==> src/rtl/tt_um_weight_unpack_if.sv <==
// Weight-ingest bus: load control, packed word stream and the unpacked weight array.
// master drives the stream (upstream/bench); slave is the unpack block.
interface tt_um_weight_unpack_if #(
    parameter int MAX_IN_LEN  = 16,
    parameter int MAX_OUT_LEN = 8
);
    logic                                 start;
    logic [6:0]                           ui_param;
    logic [15:0]                          ui_input;
    logic                                 in_valid;
    logic                                 in_ready;
    logic [2*MAX_IN_LEN*MAX_OUT_LEN-1:0]  uo_weights;
    logic                                 uo_done;
    logic                                 uo_err;

    modport master (
        output start, ui_param, ui_input, in_valid,
        input  in_ready, uo_weights, uo_done, uo_err
    );

    modport slave (
        input  start, ui_param, ui_input, in_valid,
        output in_ready, uo_weights, uo_done, uo_err
    );
endinterface

==> src/rtl/tt_um_weight_unpack.sv <==
// Weight-ingest stage: unpacks a row-major stream of 16-bit words (eight 2-bit ternary
// codes each, LSB first) into the flat weight bus of the ternary MVM accelerator.
module tt_um_weight_unpack #(
    parameter int MAX_IN_LEN  = 16,
    parameter int MAX_OUT_LEN = 8
) (
    input logic                  clk,
    input logic                  rst,
    tt_um_weight_unpack_if.slave bus
);
    localparam int WB = 2 * MAX_IN_LEN * MAX_OUT_LEN;

    typedef enum logic [1:0] {IDLE, CLEAR, FILL, DONE} state_t;

    state_t        state;
    logic [6:0]    param_q;
    logic [2:0]    row_q;
    logic          word_q;
    logic          in_ready_q;
    logic          done_q;
    logic          err_q;
    logic [WB-1:0] weights_q;

    logic [3:0]    in_len_m1;
    logic [2:0]    out_len_m1;
    logic          last_word_of_row;
    logic          last_word;
    logic          word_illegal;

    // 00 -> 0, 01 -> +1, 11 -> -1; the illegal code 10 is stored as 0
    function automatic logic signed [1:0] decode_field(input logic [1:0] code);
        return (code == 2'b10) ? 2'sb00 : signed'(code);
    endfunction

    function automatic logic is_illegal(input logic [1:0] code);
        return code == 2'b10;
    endfunction

    assign in_len_m1        = param_q[6:3];
    assign out_len_m1       = param_q[2:0];
    assign last_word_of_row = (word_q == in_len_m1[3]);
    assign last_word        = last_word_of_row && (row_q == out_len_m1);

    // Only fields that land inside in_len may raise the error flag
    always_comb begin
        word_illegal = 1'b0;
        for (int k = 0; k < 8; k++) begin
            if ((int'(word_q) * 8 + k) <= int'(in_len_m1) && is_illegal(bus.ui_input[2*k +: 2]))
                word_illegal = 1'b1;
        end
    end

    always_ff @(posedge clk or posedge rst) begin
        if (rst) begin
            state      <= IDLE;
            param_q    <= 7'h7F;
            row_q      <= 3'd0;
            word_q     <= 1'b0;
            in_ready_q <= 1'b0;
            done_q     <= 1'b0;
            err_q      <= 1'b0;
            weights_q  <= '0;
        end else begin
            done_q <= 1'b0;
            case (state)
                IDLE: begin
                    if (bus.start) begin
                        param_q <= bus.ui_param;
                        err_q   <= 1'b0;
                        state   <= CLEAR;
                    end
                end
                CLEAR: begin
                    weights_q  <= '0;
                    row_q      <= 3'd0;
                    word_q     <= 1'b0;
                    in_ready_q <= 1'b1;
                    state      <= FILL;
                end
                FILL: begin
                    if (bus.in_valid) begin
                        for (int r = 0; r < MAX_OUT_LEN; r++) begin
                            for (int c = 0; c < MAX_IN_LEN; c++) begin
                                if (r == int'(row_q) && (c / 8) == int'(word_q) && c <= int'(in_len_m1))
                                    weights_q[2*(r*MAX_IN_LEN + c) +: 2] <= decode_field(bus.ui_input[2*(c%8) +: 2]);
                            end
                        end
                        if (word_illegal)
                            err_q <= 1'b1;
                        if (last_word) begin
                            in_ready_q <= 1'b0;
                            done_q     <= 1'b1;
                            state      <= DONE;
                        end else if (last_word_of_row) begin
                            word_q <= 1'b0;
                            row_q  <= row_q + 3'd1;
                        end else begin
                            word_q <= 1'b1;
                        end
                    end
                end
                DONE: begin
                    state <= IDLE;
                end
                default: begin
                    state <= IDLE;
                end
            endcase
        end
    end

    assign bus.in_ready   = in_ready_q;
    assign bus.uo_done    = done_q;
    assign bus.uo_err     = err_q;
    assign bus.uo_weights = weights_q;
endmodule

==> src/flat_wrapper.sv <==
// flat-port wrapper written by rule: the top's interface ports become plain ports
module tt_um_weight_unpack_flat 
#(
    parameter int MAX_IN_LEN  = 16,
    parameter int MAX_OUT_LEN = 8
)
  (clk, rst, bus_start, bus_ui_param, bus_ui_input, bus_in_valid, bus_in_ready, bus_uo_weights, bus_uo_done, bus_uo_err);
  tt_um_weight_unpack_if #(.MAX_IN_LEN(MAX_IN_LEN), .MAX_OUT_LEN(MAX_OUT_LEN)) bus_i ();
  input logic clk;
  input logic rst;
  input wire logic [$bits(bus_i.start)-1:0] bus_start;
  input wire logic [$bits(bus_i.ui_param)-1:0] bus_ui_param;
  input wire logic [$bits(bus_i.ui_input)-1:0] bus_ui_input;
  input wire logic [$bits(bus_i.in_valid)-1:0] bus_in_valid;
  output wire logic [$bits(bus_i.in_ready)-1:0] bus_in_ready;
  output wire logic [$bits(bus_i.uo_weights)-1:0] bus_uo_weights;
  output wire logic [$bits(bus_i.uo_done)-1:0] bus_uo_done;
  output wire logic [$bits(bus_i.uo_err)-1:0] bus_uo_err;
  assign bus_i.start = bus_start;
  assign bus_i.ui_param = bus_ui_param;
  assign bus_i.ui_input = bus_ui_input;
  assign bus_i.in_valid = bus_in_valid;
  assign bus_in_ready = bus_i.in_ready;
  assign bus_uo_weights = bus_i.uo_weights;
  assign bus_uo_done = bus_i.uo_done;
  assign bus_uo_err = bus_i.uo_err;
  tt_um_weight_unpack #(.MAX_IN_LEN(MAX_IN_LEN), .MAX_OUT_LEN(MAX_OUT_LEN)) u_core (.clk(clk), .rst(rst), .bus(bus_i));
endmodule
==> config.mk <==
export PLATFORM = sky130hd
export DESIGN_NAME = tt_um_weight_unpack_flat
export DESIGN_NICKNAME = d
export VERILOG_FILES = /design/src/rtl/tt_um_weight_unpack_if.sv /design/src/rtl/tt_um_weight_unpack.sv /design/src/flat_wrapper.sv
export SDC_FILE = /design/constraint.sdc
export NUM_CORES = 1
export LEC_CHECK = 0
export CAP_MARGIN = 20
export CORE_ASPECT_RATIO = 1.1
export CORE_MARGIN = 4
export CORE_UTILIZATION = 50
export DETAILED_ROUTE_END_ITERATION = 12
export HOLD_SLACK_MARGIN = 0.15
export PLACE_DENSITY_LB_ADDON = 0.08
export SKIP_CTS_REPAIR_TIMING = 1
export SYNTH_ARGS = -nofsm -noshare
export SYNTH_HDL_FRONTEND = slang
export SYNTH_SLANG_ARGS = --single-unit
==> constraint.sdc <==
create_clock -name clk -period 12.6 [get_ports clk]
set_input_delay 2.52 -clock clk [delete_from_list [all_inputs] [get_ports clk]]
set_output_delay 2.52 -clock clk [all_outputs]
set_load 0.01 [all_outputs]
# After elaboration in Yosys (flattened, before gate mapping)
# Cells that the tools add are included.
# W data, S select, Z words.
op_classes:
  magnitude_cmp: 23
  eq_ne: 154
  add_sub_neg: 8
  bitwise_logic: 1
  mux: 168
  reduce_logical: 283
op_table:
  columns: ["cell", "count"]
  rows:
  - ["$pmux W256 S2", 1]
  - ["$reduce_and A3 Y1", 131]
  - ["$mux W2", 139]
  - ["$ne A2 B1 Y1 const B", 131]
  - ["$mux W256", 1]
  - ["$le A32 B5 Y1", 7]
  - ["$logic_and A1 B1 Y1", 145]
  - ["$le A4 B4 Y1 const A", 8]
  - ["$add A4 B3 Y5 const B", 4]
  - ["$eq A2 B2 Y1 const B", 10]
  - ["$mux W1", 19]
  - ["$le A3 B4 Y1 const A", 4]
  - ["$eq A3 B3 Y1 const A", 4]
  - ["$add A4 B2 Y5 const B", 2]
  - ["$mux W3", 3]
  - ["$le A2 B4 Y1 const A", 2]
  - ["$pmux W2 S4", 1]
  - ["$reduce_and A4 Y1", 2]
  - ["$eq A2 B3 Y1 const A", 2]
  - ["$ne A2 B2 Y1 const B", 3]
  - ["$pmux W1 S2", 3]
  - ["$pmux W3 S2", 1]
  - ["$add A4 B1 Y5 const B", 1]
  - ["$le A1 B4 Y1 const A", 1]
  - ["11 further kinds", 12]
word_totals:
  regBits: 272
  input_bits: 27
  out_inout_bits: 259

# Logic depth before layout (Yosys ltp)
depth:
  ltp_word: 13
  depth_mapped: 10
  ltp_nobuf: 7

# Worst setup path after synthesis
# OpenSTA, ideal clock, no wires.
synth_timing:
  path_kind: "input-to-reg"
  start: "input bus_in_valid"
  end: "register u_core.weights_q[126], in the netlist u_core.bus.uo_weights[126]"
  arrival_ns: 3.689
  cell_stages: 6
  path_slack_ns: 8.787
  required_ns: 12.475
  setup_time_ns: 0.125
  cell_sequence: "and3_1 buf_2 a31oi_1 inv_1 nand2_1 mux2_2"
synth_between:
  elab_chain_len: 2
synth_rtl:
  columns: ["element", "line_no", "rtl"]
  rows:
  - ["start, declared", "flat_wrapper.sv:14", "input wire logic [$bits(bus_i.in_valid)-1:0] bus_in_valid;"]
  - ["$ne A2 B2 Y1 (no source line)", null, null]
  - ["$reduce_and A3 Y1 (no source line)", null, null]
  - ["end signal, assigned by index", "tt_um_weight_unpack.sv:85", "weights_q[2*(r*MAX_IN_LEN + c) +: 2] <= decode_field(bus.ui_input[2*(c%8) +: 2]);"]
  - ["end, declared", "tt_um_weight_unpack.sv:22", "logic [WB-1:0] weights_q;"]
# No other way between the ends.
# A chain may end at the register's enable or synchronous reset.

==> run summary <==
Crit path DAT: 5260 ps
Total negative setup slack: 0 ps
Clk sinks: 272
Power per Cell Area: 276.8 mW/mm^2
Crit-path cells: clkdlybuf4s50_1 > inv_8 > buf_4 > buf_16 > buf_4
Final HPWL DP: 23.34 mm
Die Span X: 152.9 um
Pleak: 7.198 nW
Initial Util: 50.66%
# port buffers: 285
Num CTS Buffers: 28
Top_reg_cell synth: dfrtp_1
Seq/Total Area, Yosys: 59.03%
DRT iter0 DRCs: 515
Crit path top cell by count: buf_4
Via/cell ratio: 5.434
Critical Path RT: 13150 ps
Register clock-pin slew on the reported worst setup and hold paths: 60 ps
Tmin final: 4702 ps
Via count: 8157
CP max FO: 122
Max-slew violation count: 0
Largest net degree at the start of global routing: 123
Total Power: 4.344 mW
Worst Setup Path Type: input port to asynchronous set/reset pin
GR Overflow Total: 0
Clk_skew: 13.92 ps
Area grow syn2layout: 35.94%
Worst Setup Start Kind: input port
Slowest cell on crit path: buf_4
Routed WL: 32.73 mm
Slew @ Worst Pin: 1167 ps
Status: finished, final reports clean
RSZ-0062 raised after global routing: no
Post-synth EDFFs: 0
Placer congestion estimate: 0.9168
Cells after synthesis: 904
Final ANT Viol Nets: 0
Fmax: 212.7 MHz
WL per Instance: 21.81 um
Htree depth: 1
Worst slew margin: 21.95%
Clock Path Buffers: 3
Ys async rst share: 100.0%
Fin nets: 1217
IO Pins: 286
Die area: 0.02559 sq mm
Initial antenna violation count: 1
Die H: 167.4 um
Mapped cell area: 0.01154 sq mm
Most frequent cells in the layout: clkdlybuf4s50_1 (285), dfrtp_1 (265), mux2_2 (216)
Global-route usage over all layers: 24.96%
# rows: 58
Yosys reg bits: 272
DR DRC count: 0
Fraction of layout cells with a size suffix above 1: 25.92%
Setup-failing EPs final: 0
CTS tree: done
Peak supply drop: 0.1678 mV
Commonest non-fill, non-tap cell in the layout: clkdlybuf4s50_1
Synth Net Count: 941
Post-synthesis area per instance: 12.77 sq um
Hold Fails Final Rpt: 0
Util after Layout: 68.87%
Final worst-path cycle share: 37.32%
Crit path capture type: asynchronous set/reset pin
Drt first pass iters: 6
Cell variety after synth: 53
Clk_lat worst skew: 540 ps
Max cap viols: 0
Hold Crit Class: register to register
Vias in the first global route: 8362
Synth warn: 0
Root Driver: clkbuf_16
First-pass GRT wire length: 50.07 mm
CP peak stage delay: 710 ps
Core area: 0.02279 sq mm
==> synthesized netlist by cell type, drive strengths merged, types with 7 or more instances <==
cell type / n / area [sq um]
a21oi: 18 / 93.84
a31oi: 7 / 73.82
and2: 10 / 62.56
and3: 11 / 68.82
buf: 26 / 141.4
clkbuf: 21 / 78.83
dfrtp: 265 / 6631
dfstp: 7 / 183.9
ha: 10 / 125.1
inv: 14 / 52.55
mux2: 231 / 2601
nand2: 64 / 247.7
nand2b: 10 / 62.56
nand3: 11 / 55.05
nor2: 88 / 362.9
o21ai: 65 / 332.8
or2: 11 / 68.81
==> metrics by stage <==
step | cells | hold WS (ps) | setup slack [ps] | cell area, sq um
floorplan | 904 | 489.0 | 2596 | 11540
global placement | 1448 | 462.4 | 6945 | 14630
detailed placement | 1448 | 472.3 | 6947 | 14630
CTS | 1498 | 485.4 | 7524 | 15660
global route | 1501 | 494.9 | 7485 | 15690
finish | 1501 | 478.3 | 7898 | 15690
==> state kept, by name (all words and copies together), names as in the netlist <==
name	count
u_core.bus.uo_weights	256
u_core.param_q	7
u_core.row_q	3
u_core.state	2
u_core.bus.in_ready	1
u_core.bus.uo_done	1
u_core.bus.uo_err	1
u_core.word_q	1
==> routing by layer <==
layer	share of wire, %	global-route usage (%)
met1	42	33.30
met2	49	42.31
met3	6.6	4.963
met4	2.4	6.393
met5	0	0
==> power by group <==
part           total [mW]  internal, mW  switching, mW
logic                1.95          1.02          0.924
registers            1.49          1.24          0.253
clock network       0.906         0.572          0.334
==> worst max-delay path: cells and delay by family <==
| family | cells | cell delay, ps |
|---|---|---|
| buf+inv | 5 | 2550 |
==> final timing paths <==
| path | from | to | slack [ps] | cells past startpoint |
|---|---|---|---|---|
| hold / removal | u_core.bus.uo_weights[193] | u_core.bus.uo_weights[193] | 480 | 2 |
| setup / recovery | rst | u_core.bus.uo_weights[192] | 7900 | 5 |
| max in group clk | bus_in_valid | u_core.bus.uo_weights[45] | 8100 | 5 |
| min in group asynchronous | rst | u_core.bus.uo_weights[62] | 2560 | 2 |
| setup reg to reg | u_core.state[0] | u_core.bus.uo_weights[45] | 9550 | 8 |
| hold reg to reg | u_core.bus.uo_weights[193] | u_core.bus.uo_weights[193] | 480 | 2 |
==> final cells by class <==
cell class / count / area (sq um)
fillers: 1764 / 7093
flip-flops and latches: 272 / 6815
multi-input cells: 571 / 4477
repair buffers: 293 / 2933
clock buffers: 41 / 860.8
well taps: 300 / 375.4
clock inverters: 9 / 170.2
inverters: 14 / 60.06
diodes: 1 / 2.502
==> kinds of logic after synthesis <==
logic type,share of synthesized area [%]
AOI/OAI and AO/OA,5.907
xor gates and xnor gates,0.2276
adders and majority gates,1.084
buffers and inverters,2.363
DFF,59.03
muxes,22.71
and+or+nand+nor,8.681
Note: power is estimated with default switching activity, not from simulation.
